## src/rtl/mipi_csi_pkg.sv

```systemverilog
// Shared MIPI CSI-2 receive definitions: RAW format codes, group sizes and lane/pixel widths.
package mipi_csi_pkg;

  localparam int unsigned BYTE_W    = 8;
  localparam int unsigned LANES     = 4;
  localparam int unsigned PIX_W     = 16;
  localparam int unsigned PIX_PER   = 4;
  localparam int unsigned GROUP_MAX = 7;
  localparam int unsigned BUF_BYTES = 10;
  localparam int unsigned CNT_W     = 4;
  localparam int unsigned FMT_W     = 3;

  typedef enum logic [FMT_W-1:0] {
    RAW8  = 3'd0,
    RAW10 = 3'd1,
    RAW12 = 3'd2,
    RAW14 = 3'd3
  } raw_fmt_e;

  // Bytes consumed per group of four pixels
  localparam logic [CNT_W-1:0] GS_RAW8  = 4'd4;
  localparam logic [CNT_W-1:0] GS_RAW10 = 4'd5;
  localparam logic [CNT_W-1:0] GS_RAW12 = 4'd6;
  localparam logic [CNT_W-1:0] GS_RAW14 = 4'd7;

  function automatic logic raw_fmt_supported(input logic [FMT_W-1:0] fmt);
    return fmt < 3'd4;
  endfunction

  function automatic logic [CNT_W-1:0] raw_group_size(input logic [FMT_W-1:0] fmt);
    case (fmt)
      RAW10:   return GS_RAW10;
      RAW12:   return GS_RAW12;
      RAW14:   return GS_RAW14;
      default: return GS_RAW8;
    endcase
  endfunction

endpackage

```

## src/rtl/mipi_csi_rx_raw_unpack_group.sv

```systemverilog
// Combinational mapper from one packed RAW byte group (up to 7 bytes) to four 16-bit pixels.
module mipi_csi_rx_raw_unpack_group
  import mipi_csi_pkg::*;
(
  input  logic [GROUP_MAX*BYTE_W-1:0] bytes_i,
  input  logic [FMT_W-1:0]            fmt_i,
  output logic [PIX_PER*PIX_W-1:0]    pixels_c
);

  logic [BYTE_W-1:0] b [GROUP_MAX];

  always_comb begin
    for (int i = 0; i < int'(GROUP_MAX); i++) begin
      b[i] = bytes_i[i*BYTE_W +: BYTE_W];
    end
  end

  // Low-order bits live in the trailing byte(s) of each group; pixels are right-aligned
  always_comb begin
    pixels_c = '0;
    case (fmt_i)
      RAW8: begin
        for (int n = 0; n < int'(PIX_PER); n++) begin
          pixels_c[n*PIX_W +: PIX_W] = PIX_W'(b[n]);
        end
      end
      RAW10: begin
        for (int n = 0; n < int'(PIX_PER); n++) begin
          pixels_c[n*PIX_W +: PIX_W] = PIX_W'({b[n], b[4][2*n +: 2]});
        end
      end
      RAW12: begin
        pixels_c = {PIX_W'({b[4], b[5][7:4]}), PIX_W'({b[3], b[5][3:0]}),
                    PIX_W'({b[1], b[2][7:4]}), PIX_W'({b[0], b[2][3:0]})};
      end
      RAW14: begin
        pixels_c = {PIX_W'({b[3], b[6][7:2]}),
                    PIX_W'({b[2], b[6][1:0], b[5][7:4]}),
                    PIX_W'({b[1], b[5][3:0], b[4][7:6]}),
                    PIX_W'({b[0], b[4][5:0]})};
      end
      default: pixels_c = '0;
    endcase
  end

endmodule

```

## src/rtl/mipi_csi_rx_raw_depacker_8b4lane.sv

```systemverilog
// RAW8/10/12/14 depacker for a 4-lane byte stream: accumulates payload bytes and emits 4 pixels per beat.
module mipi_csi_rx_raw_depacker_8b4lane
  import mipi_csi_pkg::*;
(
  input  logic                       clk_i,
  input  logic                       reset_i,
  input  logic                       data_valid_i,
  input  logic [LANES*BYTE_W-1:0]    data_i,
  input  logic [FMT_W-1:0]           packet_type_i,
  output logic                       output_valid_o,
  output logic [PIX_PER*PIX_W-1:0]   pixel_data_o,
  output logic                       line_start_o
);

  localparam int unsigned BUF_W = BUF_BYTES * BYTE_W;
  localparam int unsigned OUT_W = PIX_PER * PIX_W;

  // BLOCKED: waiting for a low valid cycle after reset; IDLE: armed for a packet start
  typedef enum logic [1:0] {ST_BLOCKED, ST_IDLE, ST_PACKET} state_e;

  state_e             state_q, state_d;
  logic [BUF_W-1:0]   buf_q, buf_d;
  logic [CNT_W-1:0]   cnt_q, cnt_d;
  logic [FMT_W-1:0]   type_q, type_d;
  logic               first_q, first_d;
  logic               valid_q, valid_d;
  logic               ls_q, ls_d;
  logic [OUT_W-1:0]   pix_q, pix_d;

  logic [FMT_W-1:0]   fmt_c;
  logic [BUF_W-1:0]   merged_c;
  logic [CNT_W-1:0]   total_c;
  logic [CNT_W-1:0]   gs_c;
  logic [OUT_W-1:0]   group_pix_c;
  logic               accept_c;

  // The packet's first cycle decodes with the incoming type before it is latched
  always_comb begin
    fmt_c    = (state_q == ST_PACKET) ? type_q : packet_type_i;
    merged_c = buf_q | (BUF_W'(data_i) << {cnt_q, 3'b000});
    total_c  = cnt_q + CNT_W'(LANES);
    gs_c     = raw_group_size(fmt_c);
  end

  mipi_csi_rx_raw_unpack_group u_unpack (
    .bytes_i  (merged_c[GROUP_MAX*BYTE_W-1:0]),
    .fmt_i    (fmt_c),
    .pixels_c (group_pix_c)
  );

  always_comb begin
    state_d  = state_q;
    buf_d    = buf_q;
    cnt_d    = cnt_q;
    type_d   = type_q;
    first_d  = first_q;
    valid_d  = 1'b0;
    ls_d     = 1'b0;
    pix_d    = pix_q;
    accept_c = 1'b0;

    if (!data_valid_i) begin
      state_d = ST_IDLE;
      buf_d   = '0;
      cnt_d   = '0;
    end else begin
      case (state_q)
        ST_IDLE: begin
          state_d  = ST_PACKET;
          type_d   = packet_type_i;
          first_d  = 1'b1;
          accept_c = 1'b1;
        end
        ST_PACKET: accept_c = 1'b1;
        default:   accept_c = 1'b0;
      endcase

      // Unsupported formats never accumulate, so nothing is ever emitted for them
      if (accept_c && raw_fmt_supported(fmt_c)) begin
        if (total_c >= gs_c) begin
          valid_d = 1'b1;
          ls_d    = first_d;
          first_d = 1'b0;
          pix_d   = group_pix_c;
          buf_d   = merged_c >> {gs_c, 3'b000};
          cnt_d   = total_c - gs_c;
        end else begin
          buf_d   = merged_c;
          cnt_d   = total_c;
        end
      end
    end
  end

  always_ff @(posedge clk_i) begin
    if (reset_i) begin
      state_q <= ST_BLOCKED;
      buf_q   <= '0;
      cnt_q   <= '0;
      type_q  <= '0;
      first_q <= 1'b0;
      valid_q <= 1'b0;
      ls_q    <= 1'b0;
      pix_q   <= '0;
    end else begin
      state_q <= state_d;
      buf_q   <= buf_d;
      cnt_q   <= cnt_d;
      type_q  <= type_d;
      first_q <= first_d;
      valid_q <= valid_d;
      ls_q    <= ls_d;
      pix_q   <= pix_d;
    end
  end

  assign output_valid_o = valid_q;
  assign line_start_o   = ls_q;
  assign pixel_data_o   = pix_q;

endmodule

```

## config.mk

```make
export PLATFORM = sky130hd
export DESIGN_NAME = mipi_csi_rx_raw_depacker_8b4lane
export DESIGN_NICKNAME = d
export VERILOG_FILES = /design/src/rtl/mipi_csi_pkg.sv /design/src/rtl/mipi_csi_rx_raw_unpack_group.sv /design/src/rtl/mipi_csi_rx_raw_depacker_8b4lane.sv
export SDC_FILE = /design/constraint.sdc
export NUM_CORES = 1
export LEC_CHECK = 0
export CORE_ASPECT_RATIO = 1.2
export CORE_UTILIZATION = 35
export DETAILED_ROUTE_END_ITERATION = 10
export SYNTH_ARGS = -nofsm -noshare
export SYNTH_HDL_FRONTEND = slang
export SYNTH_SLANG_ARGS = --single-unit
export TNS_END_PERCENT = 50
```

## constraint.sdc

```tcl
create_clock -name clk_i -period 3.34 [get_ports clk_i]
set_input_delay 0.501 -clock clk_i [delete_from_list [all_inputs] [get_ports clk_i]]
set_output_delay 0.501 -clock clk_i [all_outputs]
set_load 0.02 [all_outputs]
```

==> impl_results.md <==
* Starting Density at 35.6%
* Die height at 178 µm
* GPL Wtd Cong at 0.942
* ANT nets after route at 0
* Crit-path cells: inv_2 -> ha_4 -> or3b_1 -> and2_4 -> clkinv_4 -> ha_4 -> inv_2 -> fa_2 -> a21oi_1 -> nand2_1 -> buf_4 -> buf_4 -> o21ai_0 -> a221oi_2 -> a21oi_1
* Synth Area in Adders at 0.911%
* Final period utilization at 92.9%
* Final WL at 37.8 mm
* EDFF count, synth at 0
* Synthesized area at 9070 µm²
* Dpl cells at 1567
* Die Wd at 149 µm
* Vias at between 10000 and 15000
* Mux cell area share after synthesis at 5.26%
* Total die area at 26600 µm²
* Congestion Overflow GR at 0
* Synthesis-to-finish area growth at 26.8%
* Post-CTS Resized at 0
* Total power at 5.37 mW
* CP Capture Type: flop
* Mapped Cells at 1143
* Top_reg_cell synth: dfxtp_1
* Pin slew with the least headroom to its limit at 1.17 ns
* Post-route insts no fill at about 1600
* Fin crit period at 3.10 ns
* RSZ-0062 raised after global routing: false
* Filler Cells Inserted at 2585
* FP Rows at 64
* H-tree Lvls at 4
* Most common cell after layout, fill and taps aside: a21oi_1
* Hold crit path type: flop to flop
* Logic pwr share at 24.2%
* # DRC at 0
* Pwr/cell area at 467 nW/µm²
* Slew headroom at 21.9%
* Peak Freq at approximately 320 MHz
* Net load switching power at roughly 1.7 mW
* I/O Buffers at 95
* Crit path required time at around 3.7 ns
* Register share of total power at 34.6%
* Multi-input gate area at 5590 µm²
* CP max-delay cell: or3b_1
* Status: completed
* CTS tree: yes
* Largest net degree at the start of global routing at 76
* Clock-pin slew on the worst setup and hold paths at 0.07 ns
* Vias per inst at 6.27
* Arr. time, crit path at about 3.5 ns
* Overall Global Routing Usage at 28.9%
* Register Area at 2970 µm²
* Hold_buf cts at 0
* Compound-Gate Fraction of Synth Area at 36.9%
* Nets at 1300
* DRT Pass-1 Iters at 7
* Max-cap violations at 0
* Min Hold Slack at around 0.46 ns
* Synth async-reset ratio at 0%
* Commonest non-fill, non-tap cells in the layout: a21oi_1, dfxtp_1, nand2_1, o21ai_0, clkdlybuf4s50_1
* Num CTS Buffers at 17
* Post-synthesis xor/xnor area fraction at 0.0966%
* Clock share of power at 41.2%
* Synth Area in Simple Gates at between 15 and 20%
* Finish-stage setup viols at 0
* Routed len/inst at 23.6 µm
* Core Footprint at between 20000 and 30000 µm²
* Max Slew Vio Count at 0
* YS warnings at 0
* Critical Path Fanout Max at 8
* Clock root buffer: clkbuf_16
* Initial DRC Count at 1089
* CP startpoint kind: flop
* Setup bufs post-CTS at 0
* Diode count at 0
* Critical path class: flop to flop
* Max IR drop VDD at 0.000275 V
* Final hold violation count at 0
* Dpl hpwl at between 20 and 30 mm
* First-pass GRT wire length at 57.9 mm
* Top-Level Pins at 104
* Vias in the first global route at 9299
* Synth unique cells at 78
* Largest family of logic cells by synthesized area: compound AO/OA/AOI/OAI gates
* Worst-skew pair later-pin latency at 0.44 ns
* TritonCTS Sinks at roughly 150
* Worst path max stage delay at roughly 0.40 ns
* Setup tns final at 0 ns
* Share of layout cells above drive strength 1 at 17.0%
* Skew final at 0.0104 ns
* Finished Core Util at a little under half
* Leak at 4.33 nW
* Seq cells post-synth at 148
* Part of the Yosys area used for sequential elements at 32.7%
* Clk buf depth at 2
* Switching part of the total power at 31.7%
* P_int at between 3 and 4 mW
* Antenna violations before repair at 0
* Syn Area/Cell at between 7 and 8 µm²
-- per-stage QoR --
stage	setup WS, ns	area [µm²]
2_1_floorplan	-0.0903	9280
3_3_place_gp	-0.0911	10800
3_5_place_dp	-0.163	10800
4_1_cts	0.248	11500
5_1_grt	0.0257	11500
6_report	0.236	11500
-- Yosys cell counts (9+ instances only) --
library cell / instances / area, µm²
a211oi_1: 9 / 67.6
a21oi_1: 165 / 826
a221oi_1: 43 / 377
a31oi_1: 37 / 231
and3b_1: 14 / 123
buf_2: 24 / 120
buf_4: 17 / 128
buf_6: 11 / 124
clkbuf_1: 53 / 199
dfxtp_1: 148 / 2960
inv_1: 11 / 41.3
mux2_2: 23 / 259
nand2_1: 124 / 465
nand3_1: 22 / 110
nor2_1: 86 / 323
nor3_1: 15 / 75.1
o211a_1: 12 / 120
o211ai_1: 49 / 368
o21ai_0: 103 / 515
o221ai_1: 9 / 78.8
o22ai_1: 16 / 100
-- cell type report --
class	count	area share, %
clock buffer	20	3.97
tap	330	3.59
sequential	148	25.8
inverter	15	0.544
timing repair buffer	196	15.7
clock inverter	12	1.74
multi-input combinational	878	48.6
-- power by group through the flow --
stage / clock (mW) / combinational [mW] / sequential, mW
after floorplan: 0 / 0.707 / 1.93
after global placement: 0 / 1.26 / 1.90
after detailed placement: 0 / 1.26 / 1.90
after CTS: 2.22 / 1.27 / 1.86
after global routing: 2.28 / 1.37 / 1.86
final: 2.21 / 1.30 / 1.86
-- cell families after synthesis --
group                    Yosys count
AO/OA/AOI/OAI                    515
XOR/XNOR                           1
adder cells (fa/ha/maj)            6
buffers and inverters            124
flip-flops                       148
multiplexers                      37
other                              1
AND/OR/NAND/NOR                  311
-- path summary, 6_finish.rpt --
check                        start          endpoint  slack, ns  cells past startpoint
setup / recovery        state_q[0]         buf_q[12]       0.24                     15
setup reg to reg        state_q[0]         buf_q[12]       0.24                     15
hold / removal    pixel_data_o[58]  pixel_data_o[58]       0.46                      2
hold reg to reg   pixel_data_o[58]  pixel_data_o[58]       0.46                      2
-- critical path, delay by kind of cell (launching register included) --
| kind | cells | cell delay (ns) |
|---|---|---|
| adder cells (fa/ha/maj) | 3 | 0.70 |
| flip-flops | 1 | 0.35 |
| buffers and inverters | 5 | 0.55 |
| AND/OR/NAND/NOR | 3 | 0.85 |
| AO/OA/AOI/OAI | 4 | 0.59 |
-- sequential cells by signal, indices dropped and copies added, names as in the netlist --
signal,cells
state_q,2
buf_q,80
pixel_data_o,56
line_start_o,1
cnt_q,4
type_q,3
first_q,1
output_valid_o,1
-- layer usage --
layer	vias to the layer above	global-route usage (%)	part of all wire (%)
met5	-	0	0
met4	0	14.0	4.0
met3	88	5.40	9.2
met2	609	43.0	43
met1	4762	39.8	43
li1	4572	-	-
Power figures use the tool's default switching activity.
